===== src/rtl/bcd_pkg.sv =====
// Shared BCD definitions for the binary-to-BCD converter and the display path.
//   state_t     : converter FSM states
//   bcd_digit_t : one packed BCD digit (nibble)
//   pow10()     : constant function giving 10^n, used for overflow bounds
package bcd_pkg;

    typedef enum logic {
        IDLE  = 1'b0,
        SHIFT = 1'b1
    } state_t;

    typedef logic [3:0] bcd_digit_t;

    // Width of the constant arithmetic used for decimal bounds.
    localparam int POW_W = 128;

    // 10^n, saturating to all ones if the result would not fit in POW_W bits.
    function automatic logic [POW_W-1:0] pow10(input int n);
        logic [POW_W-1:0] acc;
        logic [POW_W-1:0] sat;
        acc = POW_W'(1);
        sat = '1;
        for (int i = 0; i < n; i++) begin
            if (acc > sat / POW_W'(10)) begin
                return sat;
            end
            acc = acc * POW_W'(10);
        end
        return acc;
    endfunction

endpackage


===== src/rtl/bcd_add3.sv =====
// Double-dabble correction cell: adds 3 to a BCD nibble that is 5 or more.
//   din  : nibble before correction
//   dout : corrected nibble; any carry out of bit 3 is dropped
module bcd_add3
    import bcd_pkg::*;
(
    input  logic [3:0] din,
    output logic [3:0] dout
);

    bcd_digit_t digit;

    assign digit = din;

    // The 4-bit add wraps, so the carry never reaches the neighbouring nibble.
    assign dout  = (digit >= 4'd5) ? digit + 4'd3 : digit;

endmodule


===== src/rtl/bin2bcd_seq.sv =====
// Sequential double-dabble converter, binary count to packed BCD digits.
// One iteration per clock; latency is BIN_W cycles from the accept edge,
// independent of the input value.
//   clk       : system clock
//   rst_n     : asynchronous active-low reset
//   in_valid  : in_bin is valid this cycle
//   in_ready  : converter idle, will accept in_bin when in_valid is high
//   in_bin    : unsigned binary value (BIN_W bits)
//   out_valid : one-cycle pulse, out_bcd/out_ovf updated this cycle
//   out_bcd   : packed BCD, digit k in [4k+3:4k]; held until next completion
//   out_ovf   : last input exceeded 10^DIGITS-1, out_bcd saturated to all 9s
module bin2bcd_seq
    import bcd_pkg::*;
#(
    parameter int BIN_W  = 14,
    parameter int DIGITS = 4
) (
    input  logic                  clk,
    input  logic                  rst_n,
    input  logic                  in_valid,
    output logic                  in_ready,
    input  logic [BIN_W-1:0]      in_bin,
    output logic                  out_valid,
    output logic [4*DIGITS-1:0]   out_bcd,
    output logic                  out_ovf
);

    localparam int SCR_W = 4 * DIGITS;
    localparam int CNT_W = $clog2(BIN_W + 1);
    localparam int CMP_W = (BIN_W > POW_W) ? BIN_W : POW_W;

    // Largest representable value; the comparison is done wide enough that a
    // bound above 2^BIN_W simply never flags overflow.
    localparam logic [CMP_W-1:0] MAX_VAL     = CMP_W'(pow10(DIGITS)) - CMP_W'(1);
    localparam bcd_digit_t       SAT_DIGIT   = 4'h9;
    localparam logic [CNT_W-1:0] CNT_LOAD    = CNT_W'(BIN_W);
    localparam logic [CNT_W-1:0] CNT_LAST    = CNT_W'(1);

    state_t             state_q;
    state_t             state_d;
    logic               accept;
    logic               last_iter;

    logic [BIN_W-1:0]   shift_q;
    logic [SCR_W-1:0]   scratch_q;
    logic [CNT_W-1:0]   cnt_q;
    logic               ovf_pend_q;

    logic [SCR_W-1:0]   scratch_adj;
    logic [SCR_W-1:0]   scratch_nxt;
    logic [BIN_W-1:0]   shift_nxt;
    logic               in_over;

    // ------------------------------------------------------------------
    // Datapath combinational logic
    // ------------------------------------------------------------------
    for (genvar d = 0; d < DIGITS; d++) begin : g_add3
        bcd_add3 u_add3 (
            .din  (scratch_q[4*d +: 4]),
            .dout (scratch_adj[4*d +: 4])
        );
    end

    // Shift {scratch, shift} left by one; the top scratch bit falls off,
    // which only happens for inputs that are saturated anyway.
    assign scratch_nxt = {scratch_adj[SCR_W-2:0], shift_q[BIN_W-1]};
    assign shift_nxt   = shift_q << 1;

    assign in_over     = CMP_W'(in_bin) > MAX_VAL;

    // ------------------------------------------------------------------
    // FSM
    // ------------------------------------------------------------------
    always_ff @(posedge clk or negedge rst_n) begin
        if (!rst_n) begin
            state_q <= IDLE;
        end else begin
            // NOTE: registers are updated with non-blocking assignments so every
            // flop samples the pre-edge values regardless of statement order.
            state_q <= state_d;
        end
    end

    always_comb begin
        // NOTE: every output of this block gets a default first, so no path
        // leaves a signal unassigned and no latch is inferred.
        state_d   = state_q;
        accept    = 1'b0;
        last_iter = 1'b0;
        case (state_q)
            IDLE: begin
                if (in_valid) begin
                    accept  = 1'b1;
                    state_d = SHIFT;
                end
            end
            SHIFT: begin
                if (cnt_q == CNT_LAST) begin
                    last_iter = 1'b1;
                    state_d   = IDLE;
                end
            end
            default: state_d = IDLE;
        endcase
    end

    // Pure decode of state: no combinational path from in_valid.
    assign in_ready = (state_q == IDLE);

    // ------------------------------------------------------------------
    // Datapath registers
    // ------------------------------------------------------------------
    always_ff @(posedge clk or negedge rst_n) begin
        if (!rst_n) begin
            // NOTE: every datapath register is reset (there is no memory array
            // here), so an aborted conversion leaves nothing stale behind.
            shift_q    <= '0;
            scratch_q  <= '0;
            cnt_q      <= '0;
            ovf_pend_q <= 1'b0;
            out_valid  <= 1'b0;
            out_bcd    <= '0;
            out_ovf    <= 1'b0;
        end else begin
            out_valid <= 1'b0;
            if (accept) begin
                shift_q    <= in_bin;
                scratch_q  <= '0;
                cnt_q      <= CNT_LOAD;
                ovf_pend_q <= in_over;
            end else if (state_q == SHIFT) begin
                shift_q   <= shift_nxt;
                scratch_q <= scratch_nxt;
                cnt_q     <= cnt_q - CNT_W'(1);
                if (last_iter) begin
                    out_bcd   <= ovf_pend_q ? {DIGITS{SAT_DIGIT}} : scratch_nxt;
                    out_ovf   <= ovf_pend_q;
                    out_valid <= 1'b1;
                end
            end
        end
    end

endmodule


===== config.mk =====
export PLATFORM = sky130hd
export DESIGN_NAME = bin2bcd_seq
export DESIGN_NICKNAME = d
export VERILOG_FILES = /design/src/rtl/bcd_pkg.sv /design/src/rtl/bcd_add3.sv /design/src/rtl/bin2bcd_seq.sv
export SDC_FILE = /design/constraint.sdc
export NUM_CORES = 1
export LEC_CHECK = 0
export CORE_UTILIZATION = 50
export CTS_CLUSTER_SIZE = 16
export DETAILED_ROUTE_END_ITERATION = 6
export PLACE_DENSITY_LB_ADDON = 0.08
export SLEW_MARGIN = 15
export SYNTH_ARGS = -nofsm -noshare
export SYNTH_HDL_FRONTEND = slang
export SYNTH_SLANG_ARGS = --single-unit

===== constraint.sdc =====
create_clock -name clk -period 1.9 [get_ports clk]
set_input_delay 0.19 -clock clk [delete_from_list [all_inputs] [get_ports clk]]
set_output_delay 0.19 -clock clk [all_outputs]
set_load 0.01 [all_outputs]

# Yosys cells after proc, flatten, opt, wreduce, memory -nomap -nowiden
# Cells that the tools add are included.
# word_totals
ff_bits	54
inputBits	17
output_inout_bits	19
# op_classes
n_addsub	5
order_cmp	5
n_eq_ne	1
mux	20
bitwise_logic	2
n_reduce_logical	2
# op_table
op	count
$mux 16	3
$mux 14	2
$mux 4	5
$ge 4x3->1 const B	4
$gt 14x14->1 const B	1
$add 4x2->4 const B	3
$mux 1	8
$eq 4x1->1 const B	1
$sub 4x1->4 const B	1
$add 3x2->3 const B	1
$mux 3	1
$reduce_and 3->1	1
$not 1->1	2
$pmux 1 s2	1
$reduce_bool 2->1	1

# Longest topological paths before layout
# Gate-level depths: netlist of the first run.
# depth
ltp_word	6
depth_mapped	7
depth_no_buf	6

# Cells and area by module
# Synthesis of the first run repeated with hierarchy kept, for this count alone.
# hier_totals
hier_cells	265
area_unflattened_um2	2687.6
# modules_own_cells
mod	instances	cells_each	area_each_um2	seq_area_each_um2
bin2bcd_seq	1	201	2282.2	1351.3
bcd_add3	4	16	101.3	0.0

# Least setup slack after synthesis of the first run
# Ideal clock, no wire load.
# synth_timing
path_type	flip-flop to flip-flop
startpoint	register scratch_q[0]
endpoint	register out_bcd[2]
setup_ns	0.065
arrival_time_ns	1.283
setup_slack_ns	0.552
stages_incl_launch_ff	7
period_less_slack_ns	1.348
path_cell_list	dfrtp_1 > inv_1 > ha_1 > nand2b_1 > a21oi_2 > mux2i_1 > a22o_1
# synth_via
elab_chain_cells	3
# synth_rtl
item	line	source
start: declaration	bin2bcd_seq.sv:45	logic [SCR_W-1:0] scratch_q;
start signal: assignment	bin2bcd_seq.sv:133	scratch_q <= scratch_nxt;
$add 4x2->4 or $ge 4x3->1 (tied branches)	bcd_add3.sv:16	assign dout = (digit >= 4'd5) ? digit + 4'd3 : digit;
$mux 4 *	bcd_add3.sv:16	
$mux 16 *	bin2bcd_seq.sv:136	out_bcd <= ovf_pend_q ? {DIGITS{SAT_DIGIT}} : scratch_nxt;
end signal: assignment	bin2bcd_seq.sv:136	
end: declaration	bin2bcd_seq.sv:24	output logic [4*DIGITS-1:0] out_bcd,
# Every way passes the cells marked *; elsewhere a longest branch is shown, timed or not.
# A chain may end at the register's enable or synchronous reset.

# Final worst setup path of the first run
# layout_timing
startpoint	register state_q
endpoint	output in_ready
# layout_via
elab_chain_cells	1
# layout_rtl
item	line	source
start: declaration	bin2bcd_seq.sv:39	state_t state_q;
start signal: assignment	bin2bcd_seq.sv:80	state_q <= state_d;
$not 1->1	--	
end: declaration	bin2bcd_seq.sv:21	output logic in_ready,
# No other way between the ends.

==> results of run 1 <==
## placed cells by master (no fill, tap or decap), drive strengths merged
master and n:
a32o 4, a22oi 1, a22o 7, clkinv 2, dlygate4sd3 1, bufinv 1, nor3b 7, nor4 1
a21o 11, nor3 6, buf 10, dfrtp 54, o31ai 3, nand2 27, clkbuf 5, a21oi 16
nand3 2, xnor2 6, inv 12, nand2b 4, mux2i 18, o21ai 23, ha 10, or3 4
nor2 17, a31oi 4, clkdlybuf4s50 34
## area by class of cell
type,instances,area (µm²)
fill,443,1910
sequential,54,1350
tap,70,87.6
timing repair buffer,45,435
multi-input combinational,171,1170
clock inverter,3,40.0
inverter,12,47.5
clock buffer,5,68.8
## layer usage
layer / GRT usage [%] / vias up
met1: 26.0 / 928
met4: 6.29 / 0
met3: 4.02 / 5
li1: - / 950
met5: 0 / -
met2: 32.9 / 30
## cells by family after synthesis
family                   after synthesis
adder cells (fa/ha/maj)               10
AND/OR/NAND/NOR                       68
multiplexers                          18
AO/OA/AOI/OAI                         69
XOR/XNOR                               6
flip-flops                            54
buffers and inverters                 25
## state kept, by name, indices dropped and copies added, names as in the netlist
name        count
cnt_q           4
out_bcd        16
out_ovf         1
out_valid       1
ovf_pend_q      1
scratch_q      16
shift_q        14
state_q         1
## worst reg2reg max path, cell delays in order, from the launching register on
cell and delay (ns):
dfrtp_1 0.44, inv_1 0.11, ha_1 0.22, nand2b_1 0.10, a21oi_2 0.20, mux2i_1 0.25, a22o_1 0.15
## metrics by stage
step / util (%) / std cells
after global placement: 60.3 / 351
after floorplan: - / 250
after CTS: 62.6 / 360
after detailed placement: 60.3 / 351
final: 62.6 / 360
after global routing: 62.6 / 360
## what timing repair did
item | in CTS | in global routing
gates resized for setup | 0 | 0
hold endpoints to repair | 20 | 0
hold buffers | 1 | 0
## report_power, final
| group | switching (mW) | total (mW) | internal, mW |
|---|---|---|---|
| Clock | 0.369 | 0.757 | 0.389 |
| Sequential | 0.433 | 2.09 | 1.66 |
| Combinational | 1.15 | 2.39 | 1.24 |
## worst max-delay path by stage
| stage | from | depth (start not counted) | slack (ns) | to |
|---|---|---|---|---|
| 6_report | state_q$_DFF_PN0_ | 2 | 0.15 | in_ready |
| 2_1_floorplan | scratch_q[0]$_DFFE_PN0P_ | 6 | 0.55 | out_bcd[2]$_DFFE_PN0P_ |
| 3_5_place_dp | in_bin[6] | 5 | 0.43 | ovf_pend_q$_DFFE_PN0P_ |
| 3_3_place_gp | in_bin[7] | 5 | 0.41 | ovf_pend_q$_DFFE_PN0P_ |
| 4_1_cts | state_q$_DFF_PN0_ | 2 | 0.14 | in_ready |
| 5_1_grt | state_q$_DFF_PN0_ | 2 | 0.07 | in_ready |
==> key figures, run 1 <==
Synth
  • Post-synth top area cell: dfrtp_1
  • Synth Area in Compound Gates: 17.4%
  • Top_reg_cell synth: dfrtp_1
  • Yosys cell types: 33
  • Top post-synthesis cells by count: 54 x dfrtp_1, 27 x nand2_1, 18 x mux2i_1, 18 x o21ai_1, 14 x nor2_1
  • Top-count cell post-synth: dfrtp_1
  • Post-Synth Simple-Gate Area: 13.1%
  • Async SR Flop Fraction: 100%
  • Synth Area in Adders: 4.72%
  • XOR/XNOR share of the synthesized area: 1.98%
  • Yosys reg bits: 54
  • Largest cells by area after synthesis: dfrtp_1 51%, mux2i_1 6.8%, ha_1 4.7%, nand2_1 3.8%, o21ai_1 3.4%
  • Mean post-synth cell area: 10.6 µm²
  • Syn. warnings: 0
  • Synth Net Count: 277
  • Sequential share of the synthesized area: 51.0%
  • Area share of the leading cell type in the synthesized netlist: 51.0%
  • Post-synthesis mux area share: 6.80%
  • Synth Instances: 250
  • Post-synth EDFFs: 0
  • Main combinational cell family by area after synthesis: compound AO/OA/AOI/OAI gates
  • Mapped cell area: 2650 µm²

Timing
  • Hold Vio Cnt, Final: 0
  • Setup TNS: 0 ns
  • Hold_ws: 0.393 ns
  • RSZ-0062 raised after global routing: no
  • Slew Viols, Final: 0
  • Tcrit/Tclk final: 92.1%
  • Slew Limit Headroom: 64.2%
  • Final min period: 1.75 ns
  • Worst-Margin Slew: 0.537 ns
  • Final worst setup slack: 0.150 ns
  • Clock Skews: 0.00989 ns
  • Setup violators final: 0
  • Max Clock Freq: 0.572 GHz

Placement
  • Placed Area: 3080 µm²
  • GP Congestion: 0.774
  • I/O Buffers: 35
  • DP Wirelength: 3510 µm
  • DP Worst Slack: 0.427 ns

Floorplan
  • Die area: 5590 µm²
  • Die Y: 74.8 µm
  • Num rows: 26
  • Die X: 74.8 µm
  • I/O pin count: 36
  • Initial core utilization: 51.9%
  • Core Area: 5110 µm²

Worst setup path
  • Reg2Reg Depth: 6
  • Flop2flop setup slack: 0.39 ns
  • Reg-to-reg endpoint: out_bcd[2]$_DFFE_PN0P_
  • CP Max Fanout: 15
  • CP max stage cell: clkdlybuf4s50_1
  • CP top delay family: buffers and inverters
  • Required @ worst endpoint: 1.71 ns
  • Crit start category: register
  • Setup CP Type: register to primary output
  • Crit path cell chain: inv_2, clkdlybuf4s50_1
  • Crit-path max cell delay: 0.55 ns
  • Reg2Reg Launch Point: scratch_q[0]$_DFFE_PN0P_
  • Worst path bufs/invs: 2
  • Nature of the critical path endpoint: primary output
  • Crit path DAT: 1.56 ns

Route
  • Met3 routed WL: 123 µm
  • Drt pass-1 iters: 6
  • Iteration-0 DRC Markers: 75
  • DRC: 0
  • Uppermost layer routed: met4
  • DR WL/cell: 13.7 µm
  • DRT met1 WL: 2290 µm
  • Vias per inst: 5.31
  • Met2 WL post-DR: 2490 µm
  • Post-Route WL: 4950 µm
  • Vias: 1913
  • Final ANT Viol Nets: 0

Power and ir drop
  • Total design power: 5.24 mW
  • Lkg Pwr: 1.47 nW
  • Peak VDD IR: 0.731 mV
  • Pwr Density: 1640 nW/µm²

Run status
  • Outcome: finished, final reports clean

Min path
  • Worst Hold Class: input port to async pin

Clock network
  • Clock Latency Late Sink: 0.30 ns
  • Clock-pin slew on the worst setup and hold paths: 0.10 ns
  • Root Driver: clkbuf_8
  • Num CTS Buffers: 5
  • # H-tree levels: 2
  • Clock Sinks: 54
  • CTS tree: yes
  • Clk buf depth: 2
  • Setup Buffers After CTS: 0

GRT
  • First-pass GRT wire length: 8290 µm
  • Total gr overflow: 0
  • Total track usage: 19.8%
  • Vias in the first global route: 1806
  • Initial antenna violation count: 0
  • Largest net degree at the start of global routing: 24

Cells and area
  • Fin area: 3200 µm²
  • Diode count: 0
  • Area Growth Syn to Fin: 20.8%
  • Final net count: 316
  • Share of layout cells above drive strength 1: 11.0%

Run
  • Max Cap Viol: 0
Note: power is estimated with default switching activity, not from simulation.
==> inputs of run 2 (changes only) <==
--- a/config.mk
+++ b/config.mk
@@ -8,6 +8,7 @@
 export CORE_UTILIZATION = 50
 export CTS_CLUSTER_SIZE = 16
 export DETAILED_ROUTE_END_ITERATION = 6
+export MAX_ROUTING_LAYER = met4
 export PLACE_DENSITY_LB_ADDON = 0.08
 export SLEW_MARGIN = 15
 export SYNTH_ARGS = -nofsm -noshare
==> key figures, run 2 (synthesis results as in run 1) <==
Run status
  • Outcome: finished, final reports clean

Power and ir drop
  • Logic pwr share: 45.6% (about the same)
  • Peak VDD IR: 0.731 mV (about the same)
  • Lkg Pwr: 1.47 nW (unchanged)
  • Pwr Density: 1640 nW/µm² (about the same)
  • Pint: 3.29 mW (about the same)
  • Reg power frac: 39.9% (about the same)
  • Net Switching: 1.95 mW (about the same)
  • Net Sw Frac: 37.3% (about the same)
  • Clock power frac: 14.4% (about the same)

Floorplan
  • Die area: 5590 µm² (unchanged)
  • I/O pin count: 36 (unchanged)
  • Core Area: 5110 µm² (unchanged)
  • Num rows: 26 (unchanged)
  • Die X: 74.8 µm (unchanged)
  • Die Y: 74.8 µm (unchanged)
  • Initial core utilization: 51.9% (unchanged)

Timing
  • Tcrit/Tclk final: 92.1% (about the same)
  • Clock Skews: 0.00989 ns (unchanged)
  • Slew Limit Headroom: 64.2% (unchanged)
  • Hold_ws: 0.393 ns (+0.0000270 ns)
  • Setup violators final: 0 (unchanged)
  • Setup TNS: 0 ns (unchanged)
  • Final min period: 1.75 ns (-0.0000270 ns)
  • Hold Vio Cnt, Final: 0 (unchanged)
  • Slew Viols, Final: 0 (unchanged)
  • RSZ-0062 raised after global routing: no
  • Max Clock Freq: 0.572 GHz (about the same)
  • Worst-Margin Slew: 0.537 ns (unchanged)
  • Final worst setup slack: 0.150 ns (+0.0000270 ns)

Route
  • Final ANT Viol Nets: 0 (unchanged)
  • Post-Route WL: 4950 µm (about the same)
  • Vias: 1917 (+0.21%)
  • DR WL/cell: 13.7 µm (about the same)
  • Iteration-0 DRC Markers: 68 (-9.3%)
  • Drt pass-1 iters: 6 (unchanged)
  • DRC: 0 (unchanged)
  • Vias per inst: 5.33 (+0.21%)

GRT
  • Vias in the first global route: 1806 (unchanged)
  • Grt met3 use: 4.02% (unchanged)
  • First-pass GRT wire length: 8280 µm (about the same)
  • Total track usage: 20.4% (+0.60 points)
  • Met1 usage: 26.0% (unchanged)
  • Initial antenna violation count: 0 (unchanged)
  • Total gr overflow: 0 (unchanged)
  • Layer carrying the most global-route usage: met2
  • Met2 GRT Util: 32.8% (-0.10 points)
  • Largest net degree at the start of global routing: 24 (unchanged)

Placement
  • DP Worst Slack: 0.427 ns (unchanged)
  • Placed Area: 3080 µm² (unchanged)
  • I/O Buffers: 35 (unchanged)
  • GP Congestion: 0.785 (+1.4%)
  • DP Wirelength: 3510 µm (unchanged)

Worst setup path
  • Flop2flop setup slack: 0.39 ns (about the same)
  • CP Max Fanout: 15 (unchanged)
  • Setup CP Type: register to primary output
  • Crit path DAT: 1.56 ns (about the same)
  • Required @ worst endpoint: 1.71 ns (about the same)
  • Reg2Reg Launch Point: scratch_q[0]$_DFFE_PN0P_
  • Nature of the critical path endpoint: primary output
  • Crit start category: register
  • Reg2Reg Depth: 6 (unchanged)
  • Reg-to-reg endpoint: out_bcd[2]$_DFFE_PN0P_

Clock network
  • Clk buf depth: 2 (unchanged)
  • Num CTS Buffers: 5 (unchanged)
  • Clock-pin slew on the worst setup and hold paths: 0.10 ns (about the same)
  • Clock Latency Late Sink: 0.30 ns (about the same)
  • Post-CTS sizing: 0 (unchanged)
  • Clock Sinks: 54 (unchanged)
  • # H-tree levels: 2 (unchanged)
  • Root Driver: clkbuf_8
  • CTS tree: yes

Cells and area
  • Biggest regs: out_bcd: 16 flops, scratch_q: 16 flops, shift_q: 14 flops
  • Area Growth Syn to Fin: 20.8% (unchanged)
  • Diode count: 0 (unchanged)
  • Share of layout cells above drive strength 1: 11.0% (unchanged)
  • Util after Layout: 62.6% (unchanged)
  • Commonest non-fill, non-tap cell in the layout: dfrtp_1
  • Final net count: 316 (unchanged)
  • Highest-count cells in the layout ignoring fill and taps: 53 x dfrtp_1, 34 x clkdlybuf4s50_1, 27 x nand2_1
  • Fin area: 3200 µm² (unchanged)

Min path
  • Worst Hold Class: input port to async pin

Run
  • Max Cap Viol: 0 (unchanged)
[run 2: cell counts in the layout (fill, tap and decap cells not counted)]
Identical to the previous run, type by type.
[run 2: layout make-up]
cell class / count / area (µm²)
Timing Repair Buffer: 45 / 435
Tap cell: 70 / 87.6
Sequential cell: 54 / 1350
Multi-Input combinational cell: 171 / 1170
Clock buffer: 5 / 68.8
Inverter: 12 / 47.5
Clock inverter: 3 / 40.0
Fill cell: 443 / 1910
[run 2: power by group through the flow]
| stage | registers, mW | clock network, mW | logic (mW) |
|---|---|---|---|
| 2_1_floorplan | 2.06 | 0 | 1.70 |
| 3_3_place_gp | 2.11 | 0 | 2.36 |
| 3_5_place_dp | 2.12 | 0 | 2.41 |
| 4_1_cts | 2.10 | 0.774 | 2.43 |
| 5_1_grt | 2.17 | 0.823 | 2.69 |
| 6_report | 2.09 | 0.757 | 2.39 |
[run 2: timing repair]
action	4_1_cts	5_1_grt
buffers inserted	0	0
endpoints found under the hold margin	20	0
hold buffers	1	0
[run 2: critical path: stages (launching register included)]
cell	delay [ns]
dfrtp_2	0.53
inv_2	0.17
clkdlybuf4s50_1	0.55
[run 2: worst max path at each step]
stage	from	slack (ns)	to	cells after the start
after global routing	state_q$_DFF_PN0_	0.07	in_ready	2
after detailed placement	in_bin[6]	0.43	ovf_pend_q$_DFFE_PN0P_	5
after floorplan	scratch_q[0]$_DFFE_PN0P_	0.55	out_bcd[2]$_DFFE_PN0P_	6
after CTS	state_q$_DFF_PN0_	0.14	in_ready	2
after global placement	in_bin[7]	0.41	ovf_pend_q$_DFFE_PN0P_	5
final	state_q$_DFF_PN0_	0.15	in_ready	2
[run 2: stage by stage]
step                      total power, mW  std cells
after floorplan                      3.75        250
final                                5.24        360
after CTS                            5.30        360
after detailed placement             4.53        351
after global placement               4.47        351
after global routing                 5.68        360
[run 2: per-layer routing]
metal | up-vias | wire length (µm) | share of wire (%)
li1 | 950 | - | -
met1 | 930 | 2280 | 46
met2 | 32 | 2480 | 50
met3 | 5 | 134 | 2.7
met4 | 0 | 53 | 1.1
met5 | - | 0 | 0
==> inputs of run 3 (changes only) <==
--- a/config.mk
+++ b/config.mk
@@ -6,6 +6,7 @@
 export NUM_CORES = 1
 export LEC_CHECK = 0
 export CORE_UTILIZATION = 50
+export CTS_CLUSTER_DIAMETER = 150
 export CTS_CLUSTER_SIZE = 16
 export DETAILED_ROUTE_END_ITERATION = 6
 export MAX_ROUTING_LAYER = met4
==> results of run 3 <==
Final layout, timing and power as in run 2 (identical DEF).
